## src/rtl/dancepad_event_tx_pkg.sv

```systemverilog
// Shared constants and types for the dancepad event transmitter.
// Button bit positions in pad_in, default timing, and the serializer state encoding.
package dancepad_event_tx_pkg;

    localparam int BUTTON_LEFT     = 0;
    localparam int BUTTON_DOWN     = 1;
    localparam int BUTTON_UP       = 2;
    localparam int BUTTON_RIGHT    = 3;
    localparam int BUTTON_UPLEFT   = 4;
    localparam int BUTTON_UPRIGHT  = 5;
    localparam int BUTTON_SELECT   = 6;
    localparam int BUTTON_START    = 7;

    localparam int BAUD_DIV_DEFAULT = 10417;
    localparam int DEBOUNCE_DEFAULT = 100000;

    typedef enum logic [1:0] {
        TX_IDLE  = 2'd0,
        TX_START = 2'd1,
        TX_DATA  = 2'd2,
        TX_STOP  = 2'd3
    } tx_state_e;

endpackage

```

## src/rtl/dancepad_event_tx_if.sv

```systemverilog
// Pad/UART bundle: raw pad levels in, serial line, busy flag and last-sent byte out.
// slave is the transmitter side, master is the pad/host side.
interface dancepad_event_tx_if;
    logic [7:0] pad_in;
    logic       TxD;
    logic       busy;
    logic [7:0] sent_byte;

    modport slave  (input pad_in, output TxD, output busy, output sent_byte);
    modport master (output pad_in, input TxD, input busy, input sent_byte);
endinterface

```

## src/rtl/dancepad_event_tx_uart_transmitter.sv

```systemverilog
// 8N1 serializer: start pulse latches data, frame is 10*BAUD_DIV cycles, TxD registered.
// start is only honoured in IDLE; done pulses on the last stop-bit cycle.
module uart_transmitter
    import dancepad_event_tx_pkg::*;
#(
    parameter int BAUD_DIV = BAUD_DIV_DEFAULT
) (
    input  logic       clk,
    input  logic       rst,
    input  logic       start_i,
    input  logic [7:0] data_i,
    output logic       busy_o,
    output logic       txd_o,
    output logic       done_o,
    output logic [7:0] byte_o
);

    localparam int CW = $clog2(BAUD_DIV + 1);
    localparam logic [CW-1:0] BAUD_LAST = CW'(BAUD_DIV - 1);

    tx_state_e     state_q, state_d;
    logic [CW-1:0] baud_q, baud_d;
    logic [2:0]    bit_idx_q, bit_idx_d;
    logic [7:0]    shift_q, shift_d;
    logic          txd_q, txd_d;
    logic          bit_end;

    assign bit_end = (baud_q == BAUD_LAST);

    always_ff @(posedge clk or posedge rst) begin
        if (rst) begin
            state_q   <= TX_IDLE;
            baud_q    <= '0;
            bit_idx_q <= '0;
            shift_q   <= '0;
            txd_q     <= 1'b1;
        end else begin
            state_q   <= state_d;
            baud_q    <= baud_d;
            bit_idx_q <= bit_idx_d;
            shift_q   <= shift_d;
            txd_q     <= txd_d;
        end
    end

    always_comb begin
        state_d   = state_q;
        baud_d    = baud_q + CW'(1);
        bit_idx_d = bit_idx_q;
        shift_d   = shift_q;
        done_o    = 1'b0;
        txd_d     = 1'b1;
        case (state_q)
            TX_IDLE: begin
                baud_d = '0;
                if (start_i) begin
                    state_d = TX_START;
                    shift_d = data_i;
                end
            end
            TX_START: begin
                if (bit_end) begin
                    baud_d    = '0;
                    bit_idx_d = 3'd0;
                    state_d   = TX_DATA;
                end
            end
            TX_DATA: begin
                if (bit_end) begin
                    baud_d = '0;
                    if (bit_idx_q == 3'd7) state_d = TX_STOP;
                    else                   bit_idx_d = bit_idx_q + 3'd1;
                end
            end
            TX_STOP: begin
                if (bit_end) begin
                    baud_d  = '0;
                    done_o  = 1'b1;
                    state_d = TX_IDLE;
                end
            end
            default: state_d = TX_IDLE;
        endcase
        // Line level is computed from the next state so TxD leaves a flop aligned with the state.
        case (state_d)
            TX_START: txd_d = 1'b0;
            TX_DATA:  txd_d = shift_d[bit_idx_d];
            default:  txd_d = 1'b1;
        endcase
    end

    assign busy_o = (state_q != TX_IDLE);
    assign txd_o  = txd_q;
    assign byte_o = shift_q;

endmodule

```

## src/rtl/dancepad_event_tx.sv

```systemverilog
// Dancepad state sender: synchronize, debounce, and transmit each new stable pad byte over UART.
// TxD falls 2 (sync) + DEBOUNCE_CYCLES + 1 cycles after a clean pad change; frames never truncate.
module dancepad_event_tx
    import dancepad_event_tx_pkg::*;
#(
    parameter int BAUD_DIV        = BAUD_DIV_DEFAULT,
    parameter int DEBOUNCE_CYCLES = DEBOUNCE_DEFAULT
) (
    input  logic                 clk,
    input  logic                 rst,
    dancepad_event_tx_if.slave   bus
);

    localparam int DW = $clog2(DEBOUNCE_CYCLES + 1);
    localparam logic [DW-1:0] DB_LAST = DW'(DEBOUNCE_CYCLES - 1);

    logic [7:0]    sync1_q, sync_q;
    logic [7:0]    cand_q, cand_d;
    logic [7:0]    stable_q, stable_d;
    logic [7:0]    sent_q, sent_d;
    logic [DW-1:0] db_cnt_q, db_cnt_d;

    logic          tx_start, tx_busy, tx_txd, tx_done;
    logic [7:0]    tx_byte;

    always_ff @(posedge clk or posedge rst) begin
        if (rst) begin
            sync1_q  <= '0;
            sync_q   <= '0;
            cand_q   <= '0;
            stable_q <= '0;
            sent_q   <= '0;
            db_cnt_q <= '0;
        end else begin
            sync1_q  <= bus.pad_in;
            sync_q   <= sync1_q;
            cand_q   <= cand_d;
            stable_q <= stable_d;
            sent_q   <= sent_d;
            db_cnt_q <= db_cnt_d;
        end
    end

    always_comb begin
        cand_d   = cand_q;
        db_cnt_d = db_cnt_q;
        stable_d = stable_q;
        sent_d   = sent_q;
        if (sync_q != cand_q) begin
            cand_d   = sync_q;
            db_cnt_d = '0;
        end else begin
            if (db_cnt_q != DB_LAST) db_cnt_d = db_cnt_q + DW'(1);
            if (db_cnt_d == DB_LAST) stable_d = cand_q;
        end
        if (tx_done) sent_d = tx_byte;
    end

    // Only the latest stable value is ever offered, so changes during a frame coalesce.
    assign tx_start = (stable_q != sent_q) && !tx_busy;

    uart_transmitter #(
        .BAUD_DIV (BAUD_DIV)
    ) u_tx (
        .clk     (clk),
        .rst     (rst),
        .start_i (tx_start),
        .data_i  (stable_q),
        .busy_o  (tx_busy),
        .txd_o   (tx_txd),
        .done_o  (tx_done),
        .byte_o  (tx_byte)
    );

    assign bus.TxD       = tx_txd;
    assign bus.busy      = tx_busy;
    assign bus.sent_byte = sent_q;

endmodule

```

## src/flat_wrapper.sv

```systemverilog
// flat-port wrapper written by rule: the top's interface ports become plain ports
module dancepad_event_tx_flat import dancepad_event_tx_pkg::*;
#(
    parameter int BAUD_DIV        = BAUD_DIV_DEFAULT,
    parameter int DEBOUNCE_CYCLES = DEBOUNCE_DEFAULT
)
  (clk, rst, bus_pad_in, bus_TxD, bus_busy, bus_sent_byte);
  dancepad_event_tx_if bus_i ();
  input  logic clk;
  input  logic rst;
  input wire logic [$bits(bus_i.pad_in)-1:0] bus_pad_in;
  output wire logic [$bits(bus_i.TxD)-1:0] bus_TxD;
  output wire logic [$bits(bus_i.busy)-1:0] bus_busy;
  output wire logic [$bits(bus_i.sent_byte)-1:0] bus_sent_byte;
  assign bus_i.pad_in = bus_pad_in;
  assign bus_TxD = bus_i.TxD;
  assign bus_busy = bus_i.busy;
  assign bus_sent_byte = bus_i.sent_byte;
  dancepad_event_tx #(.BAUD_DIV(BAUD_DIV), .DEBOUNCE_CYCLES(DEBOUNCE_CYCLES)) u_core (.clk(clk), .rst(rst), .bus(bus_i));
endmodule
```

## config.mk

```make
export PLATFORM = sky130hd
export DESIGN_NAME = dancepad_event_tx_flat
export DESIGN_NICKNAME = d
export VERILOG_FILES = /design/src/rtl/dancepad_event_tx_pkg.sv /design/src/rtl/dancepad_event_tx_if.sv /design/src/rtl/dancepad_event_tx_uart_transmitter.sv /design/src/rtl/dancepad_event_tx.sv /design/src/flat_wrapper.sv
export SDC_FILE = /design/constraint.sdc
export NUM_CORES = 1
export LEC_CHECK = 0
export CORE_MARGIN = 2
export CORE_UTILIZATION = 43
export DETAILED_ROUTE_END_ITERATION = 10
export PLACE_DENSITY = 0.67
export REMOVE_ABC_BUFFERS = 1
export SYNTH_ARGS = -nofsm -noshare
export SYNTH_HDL_FRONTEND = slang
export SYNTH_SLANG_ARGS = --single-unit
```

## constraint.sdc

```tcl
create_clock -name clk -period 3.81 [get_ports clk]
set_input_delay 0.381 -clock clk [delete_from_list [all_inputs] [get_ports clk]]
set_output_delay 0.381 -clock clk [all_outputs]
set_load 0.005 [all_outputs]
```

# == Word-level counts from Yosys, hierarchy flattened ==
# Cells that the tools add are included.
# word_totals
register_bits,85
elab_cells,55
output_inout_bits,10
input_bits,10
# op_classes
bitwise_logic,1
magnitude_cmp,1
muxes,22
n_eq_ne,11
n_reduce_logical,6
n_addsub,3
# ops
operator,count
17-bit two-way mux,3
14-bit case mux with 2 select lines,1
"17-bit by 1-bit adder with 17-bit output, second input constant",1
"17-bit equality test, second input constant",1
"17-bit != test, second input constant",1
8-bit two-way mux,2
8-bit != test,2
"14-bit by 1-bit adder with 14-bit output, second input constant",1
"14-bit equality test, second input constant",1
14-bit two-way mux,1
2-bit two-way mux,5
3-bit two-way mux,3
2-bit case mux with 4 select lines,1
"2-bit equality test, second input constant",3
3-bit case mux with 2 select lines,1
"2-bit by 1-bit equality test with 1-bit output, second input constant",2
"3-bit by 4-bit < comparator with 1-bit output, second input constant",1
"3-bit by 1-bit adder with 3-bit output, second input constant",1
1-bit binary-select mux with 3-bit select,1
"3-bit equality test, second input constant",1
1-bit two-way mux,3
3-bit OR reduction,1
2-bit logical NOT,1
1-bit case mux with 2 select lines,1
other kinds (5),5

# == Longest topological paths before layout ==
# Gate-level depths: netlist (run 1).
# logic_depth
depth_word,8
mapped_depth,11
mapped_depth_nobuf,10

# == Cells and area by module ==
# From an unflattened synthesis (run 1), not the netlist that was laid out.
# unflattened
hier_cells,369
hier_area_um2,4092.7
# modules_own_cells
module,seq_area_each_um2,cells_per_inst,n_inst,area_per_inst_um2
dancepad_event_tx,1426.4,217,1,2537.4
uart_transmitter,701.9,152,1,1555.2

# == Worst setup path before layout (run 1) ==
# Ideal clock, no wire load.
# synth_timing
kind,register to register
startpoint,reg u_core.u_tx.baud_q[0]
endpoint,"reg u_core.u_tx.txd_q, in the netlist u_core.u_tx.txd_o"
setup_ns,0.078
path_slack_ns,1.053
period_less_slack_ns,2.757
path_stages_with_launch,11
arrival_time_ns,2.679
required_time_ns,3.732
path_cell_list,dfrtp_1 -> inv_1 -> ha_1 -> or4b_4 -> nor4_2 -> o21ai_1 -> a221oi_2 -> clkinv_2 -> mux2i_1 -> o32a_1 -> a41oi_2
# synth_between
elab_chain_len,6
# synth_lines
element,line_no,source
"start, declared",dancepad_event_tx_uart_transmitter.sv:22,"logic [CW-1:0] baud_q, baud_d;"
"start signal, assigned",dancepad_event_tx_uart_transmitter.sv:39,baud_q <= baud_d;
14-bit equality test *,dancepad_event_tx_uart_transmitter.sv:28,assign bit_end = (baud_q == BAUD_LAST);
3-bit two-way mux (on tied branches),"dancepad_event_tx_uart_transmitter.sv:69, dancepad_event_tx_uart_transmitter.sv:62",
3-bit case mux with 2 select lines *,dancepad_event_tx_uart_transmitter.sv:53,case (state_q)
named net u_core.u_tx.bit_idx_d[0],dancepad_event_tx_uart_transmitter.sv:23,"logic [2:0] bit_idx_q, bit_idx_d;"
1-bit binary-select mux with 3-bit select *,dancepad_event_tx_uart_transmitter.sv:87,TX_DATA: txd_d = shift_d[bit_idx_d];
1-bit two-way mux (implied by the code) *,dancepad_event_tx_uart_transmitter.sv:87,
1-bit case mux with 2 select lines *,dancepad_event_tx_uart_transmitter.sv:85,case (state_d)
named net u_core.u_tx.txd_d,dancepad_event_tx_uart_transmitter.sv:25,"logic txd_q, txd_d;"
"end signal, assigned",dancepad_event_tx_uart_transmitter.sv:42,txd_q <= txd_d;
"end, declared",dancepad_event_tx_uart_transmitter.sv:25,
# Mark *: on every way through the listed nets, which the timed path passes. The rest lies on a longest branch. The select of a mux whose other input is x is not followed.
# A chain may end at the register's enable or synchronous reset.

# == Worst setup path in the final report (run 1) ==
# layout_timing
startpoint,reg u_core.db_cnt_q[5]
endpoint,reg u_core.stable_q[0]
# layout_between
elab_chain_len,5
# layout_lines
element,line_no,source
"start, declared",dancepad_event_tx.sv:21,"logic [DW-1:0] db_cnt_q, db_cnt_d;"
"start signal, assigned",dancepad_event_tx.sv:40,db_cnt_q <= db_cnt_d;
17-bit by 1-bit adder with 17-bit output or 17-bit != test (tied branches),dancepad_event_tx.sv:53,if (db_cnt_q != DB_LAST) db_cnt_d = db_cnt_q + DW'(1);
17-bit two-way mux *,dancepad_event_tx.sv:53,
17-bit two-way mux *,dancepad_event_tx.sv:49,if (sync_q != cand_q) begin
17-bit equality test *,dancepad_event_tx.sv:54,if (db_cnt_d == DB_LAST) stable_d = cand_q;
2-bit AND reduction (no line) *,-,
"end signal, assigned",dancepad_event_tx.sv:38,stable_q <= stable_d;
"end, declared",dancepad_event_tx.sv:19,"logic [7:0] stable_q, stable_d;"
# Every way passes the cells marked *; elsewhere a longest branch is shown, timed or not. The select of a mux whose other input is x is not followed.

==> flow_summary.json, run 1 <==
{
  "synth_ff_type": "dfrtp_1",
  "hold_viol_final": 0,
  "h-tree-depth": 3,
  "clock_skew_ps": 8.42,
  "critical_path_arrival_ps": 3300,
  "die_h_um": 100,
  "routed_wl_mm": 7.25,
  "place.gp.congestion": 0.816,
  "max_cap_viol_count": 0,
  "max_slew_margin_pct": 52.1,
  "fin_crit_sh_pct": 80.2,
  "drtIter0Drc": 82,
  "grt_pass1_vias": 2754,
  "hold_buffers": 0,
  "final_common_cell": "dfrtp_1",
  "layout_common_cells": "dfrtp_1, nand2_1, nor2_1",
  "crit_type": "flop to flop",
  "required_ps": 4050,
  "worstSetupStartpointType": "flop",
  "placed_cell_area_sq_um": 4250,
  "die_area_sq_um": 10000,
  "die_w_um": 100,
  "ios": 20,
  "drive_above_1_share_pct": 12.2,
  "cellLeakagePower_nw": 1.90,
  "area_growth_pct": 12.2,
  "clock.fmax_mhz": 327,
  "fin_nets": 408,
  "irDropWorstVdd_mv": 0.248,
  "dp_hpwl_mm": 5.09,
  "design.core.area_sq_um": 9110,
  "ys_ff_latch": 85,
  "antenna_found_initial": 0,
  "setup_viol": 0,
  "antenna_cells": 0,
  "synth_area_sq_um": 3970,
  "cts.sinks": 85,
  "period_minus_slack_ps": 3050,
  "cts_tree": "yes",
  "initial_core_util_pct": 43.5,
  "ctsLongestPathBuffers": 2,
  "ys_types": 53,
  "clockRootBuffer": "clkbuf_8",
  "async_reset_ff_share_pct": 100,
  "grt_max_degree": 32,
  "end_kind": "flop",
  "syn_avg_cell_area_sq_um": 10.6,
  "critPathMaxFanout": 8,
  "synth_warnings": 0,
  "synthCells": 375,
  "clock_latency_ps": 360,
  "vias": 2743,
  "io_buffer_count": 19,
  "ant_nets": 0,
  "hp-class": "flop to flop",
  "p_per_area_nw_per_um2": 355,
  "wire_per_inst_um": 14.3,
  "n_fill_cell": 842,
  "slew_viol_final": 0,
  "via_per_inst": 5.42,
  "dr.pass1.iters": 4,
  "tightest_slew_ps": 714,
  "ys_seq_area_share_pct": 53.7,
  "grt_usage_pct": 15.9,
  "cts_repair_resize_count": 0,
  "rows": 35,
  "cts_buffers": 9,
  "cts.clk_slew.worst_paths_ps": 100,
  "post_cts.repair.setup_buffers": 0,
  "synth-edff-count": 0,
  "overflow": 0,
  "finalNonFillerCells": 506,
  "grt_pass1_wl_mm": 12.7,
  "rsz0062_at_grt": "false",
  "fin_area_sq_um": 4450,
  "setup_tns_ps": 0,
  "status": "finished, final reports clean",
  "remaining_drc_errors": 0,
  "place_inst": 490
}
[metrics by stage]
step / setup slack (ps) / hold WS [ps] / utilization, % / total power, mW
floorplan: 1050 / 331 / - / 0.957
global placement: 922 / 333 / 46.7 / 0.975
detailed placement: 861 / 335 / 46.7 / 0.977
CTS: 790 / 358 / 48.9 / 1.61
global route: 535 / 365 / 48.9 / 1.65
finish: 755 / 356 / 48.9 / 1.58
[power breakdown]
group / leakage [nW] / internal, mW / switching (mW)
registers: 1.13 / 0.914 / 0.00687
logic: 0.669 / 0.0135 / 0.0217
clock network: 0.103 / 0.260 / 0.365
[critical path: stages (launching register included)]
cell      delay [ps]
dfrtp_1          440
or4_1            540
nor4_1           540
nor2_1           150
a211o_1          280
a211oi_1         210
nand4_1          380
mux2_2           400
[flip-flops by register name, indices dropped and copies added (netlist names)]
register and flops:
u_core.cand_q 8, u_core.db_cnt_q 17, u_core.sync_q 8, u_core.u_tx.byte_o 8, u_core.bus.sent_byte 8, u_core.u_tx.state_q 2
u_core.u_tx.baud_q 14, u_core.stable_q 8, u_core.u_tx.bit_idx_q 3, u_core.u_tx.txd_o 1, u_core.sync1_q 8
[metal layers]
layer | up-vias | global-route usage (%) | share of wire [%] | routed length [um]
met4 | 0 | 5.06 | 1.1 | 77
li1 | 1324 | - | - | -
met3 | 9 | 4.18 | 3.3 | 242
met1 | 1361 | 21.1 | 48 | 3450
met2 | 49 | 25.6 | 48 | 3480
met5 | - | 0 | 0 | 0
[synth_stat cells (all sizes together), types with 2 or more instances]
master	count	share of area, %
a211oi	3	0.57
xor2	21	4.6
ha	8	2.5
nand3b	3	0.57
a21oi	14	1.8
nor2	35	3.3
a31oi	2	0.32
o211ai	2	0.38
o21ai	11	1.4
or3	6	0.95
mux2	16	4.5
nor2b	2	0.32
inv	11	1.0
and3	5	0.79
and2	2	0.32
or4	2	0.38
or4b	3	0.95
nand2	49	4.6
nor3	6	0.88
clkbuf	17	1.6
mux2i	3	0.76
xnor2	20	4.4
nor4	7	1.3
dfrtp	84	53
nand4	9	1.4
nand3	11	1.4
[cells by family (layout without fill, tap and decap cells)]
kind of cell	count (synthesis)	after routing	share of synthesized area [%]
compound gates	45	45	7.63
xor+xnor	41	41	9.05
fa+ha+maj	8	8	2.52
buf+inv	30	50	2.90
flops	85	85	53.7
mux	19	19	5.30
simple gates	147	147	18.9
[path summary, 6_finish.rpt]
path	startpoint	to	slack, ps	depth (start not counted)
max in group asynchronous	rst	u_core.u_tx.txd_o	2620	3
min in group asynchronous	rst	u_core.u_tx.baud_q[9]	390	2
worst min register to register	u_core.sync1_q[6]	u_core.sync_q[6]	360	0
worst max register to register	u_core.db_cnt_q[5]	u_core.stable_q[0]	760	7
worst max-delay path	u_core.db_cnt_q[5]	u_core.stable_q[0]	760	7
worst min-delay path	u_core.sync1_q[6]	u_core.sync_q[6]	360	0
[final cells by class]
class                   count  area, sq um  area share (%)
multi-input cells         260         1720            38.7
clock buffers               9          124            2.78
inverters                  12         47.5            1.07
flip-flops and latches     85         2130            47.8
well taps                 111          139            3.12
repair buffers             22          213            4.78
clock inverters             7         76.3            1.71
No activity file was read; power rests on OpenSTA's default activity.
==> inputs of run 2 (changes only) <==
==> constraint.sdc (replaced) <==
create_clock -name clk -period 2.9 [get_ports clk]
set_input_delay 0.29 -clock clk [delete_from_list [all_inputs] [get_ports clk]]
set_output_delay 0.29 -clock clk [all_outputs]
set_load 0.005 [all_outputs]
==> flow_summary.json, run 2 (synthesized netlist as in run 1, its figures left out) <==
{
  "status": "finished, final reports clean",
  "path_cells": "inv_1, ha_1, or4b_4, or3b_2, nor4_1, a211oi_2, buf_4, o32a_1, a41oi_2",
  "dp_hpwl_mm": 5.27,
  "clockRootBuffer": "clkbuf_8",
  "clock_latency_ps": 360,
  "design.core.area_sq_um": 9110,
  "largest_register_ffs": 17,
  "clock_skew_ps": 20.8,
  "routed_wl_mm": 7.63,
  "critPathMaxFanout": 5,
  "cpMaxStageDelayCell": "or4b_4",
  "rows": 35,
  "via_per_inst": 5.33,
  "fin_ws_ps": 31.3,
  "place_inst": 505,
  "max_slew_margin_pct": 39.2,
  "vias": 2780,
  "placed_cell_area_sq_um": 4360,
  "p_per_area_nw_per_um2": 456,
  "dr.pass1.iters": 4,
  "die_area_sq_um": 10000,
  "required_ps": 3180,
  "top_register": "u_core.db_cnt_q",
  "cts_tree": "yes",
  "period_minus_slack_ps": 2870,
  "slew_viol_final": 0,
  "place.gp.congestion": 0.819,
  "worstHoldPathCells": 0,
  "drive_above_1_share_pct": 16.5,
  "crit_family": "simple AND/OR/NAND/NOR gates",
  "crit_type": "flop to flop",
  "fin_area_sq_um": 4600,
  "hold_buffers": 0,
  "cellLeakagePower_nw": 1.98,
  "grt_pass1_wl_mm": 13.0,
  "h-tree-depth": 3,
  "hp-class": "flop to flop",
  "cts.sinks": 85,
  "grt_usage_pct": 16.2,
  "grt_max_degree": 55,
  "critical_path_arrival_ps": 3150,
  "tightest_slew_ps": 910,
  "wire_per_inst_um": 14.6,
  "max_cap_viol_count": 0,
  "cts.clk_slew.worst_paths_ps": 100,
  "area_growth_pct": 15.9,
  "place_ws_ps": 65.6,
  "irDropWorstVdd_mv": 0.344,
  "die_h_um": 100,
  "remaining_drc_errors": 0,
  "ctsLongestPathBuffers": 2,
  "final_common_cell": "dfrtp_1",
  "overflow": 0,
  "setup_tns_ps": 0,
  "finalNonFillerCells": 522,
  "die_w_um": 100,
  "io_buffer_count": 19,
  "clock.fmax_mhz": 349,
  "ios": 20,
  "antenna_cells": 0,
  "fin_nets": 424,
  "fin_crit_sh_pct": 98.9,
  "antenna_found_initial": 0,
  "ant_nets": 0,
  "worstSetupStartpointType": "flop",
  "cpPeakStageDelay_ps": 490,
  "path_depth": 9,
  "end_kind": "flop",
  "top_regs": "u_core.db_cnt_q x17, u_core.u_tx.baud_q x14",
  "cts_buffers": 9,
  "rr_worst_depth": 9,
  "grt_pass1_vias": 2732,
  "layout_common_cells": "dfrtp_1, nand2_1, nor2_1",
  "setup_viol": 0,
  "hold_viol_final": 0,
  "rsz0062_at_grt": "true",
  "initial_core_util_pct": 43.5,
  "drtIter0Drc": 97,
  "cp_num_buf_inv": 2
}
-- run 2: cell count changes in the layout (fill, tap and decap cells not counted), sizes merged --
cell / before / now
clkinv: 5 / 3
inv: 14 / 16
buf: 3 / 19
-- run 2: layer usage --
layer  track usage (%)  vias to the layer above  part of all wire [%]
met2              25.6                       51                    46
met4              5.16                        0                   1.4
li1                  -                     1360                     -
met1              22.6                     1356                    49
met3              3.41                       13                   3.4
met5                 0                        -                     0
-- run 2: final timing paths --
check	start	to	slack [ps]
max	u_core.u_tx.baud_q[1]	u_core.u_tx.txd_o	30
min	u_core.sync1_q[6]	u_core.sync_q[6]	350
max reg2reg	u_core.u_tx.baud_q[1]	u_core.u_tx.txd_o	30
min reg2reg	u_core.sync1_q[6]	u_core.sync_q[6]	350
max in group asynchronous	rst	u_core.db_cnt_q[1]	1740
min in group asynchronous	rst	u_core.db_cnt_q[16]	420
-- run 2: timing repair --
action | 4_1_cts | 5_1_grt
setup endpoints to repair | 0 | 9
hold endpoints to repair | 0 | 0
buffers inserted | 0 | 1
resized for setup | 0 | 5
-- run 2: final cells by class --
cell class              instances  area [sq um]
flip-flops and latches         85          2130
inverters                      12          47.5
fillers                       820          4510
multi-input cells             260          1750
clock inverters                 7          73.8
well taps                     111           139
repair buffers                 38           333
clock buffers                   9           124
-- run 2: report_power, final --
part           switching [mW]  internal, mW
clock network           0.494         0.346
registers             0.00933          1.20
logic                  0.0282        0.0187
-- run 2: metrics by stage --
| stage | utilization [%] | power, mW | hold slack, ps |
|---|---|---|---|
| 2_1_floorplan | - | 1.26 | 321 |
| 3_3_place_gp | 47.9 | 1.28 | 333 |
| 3_5_place_dp | 47.9 | 1.28 | 335 |
| 4_1_cts | 50.1 | 2.13 | 347 |
| 5_1_grt | 50.5 | 2.19 | 336 |
| 6_report | 50.5 | 2.10 | 355 |
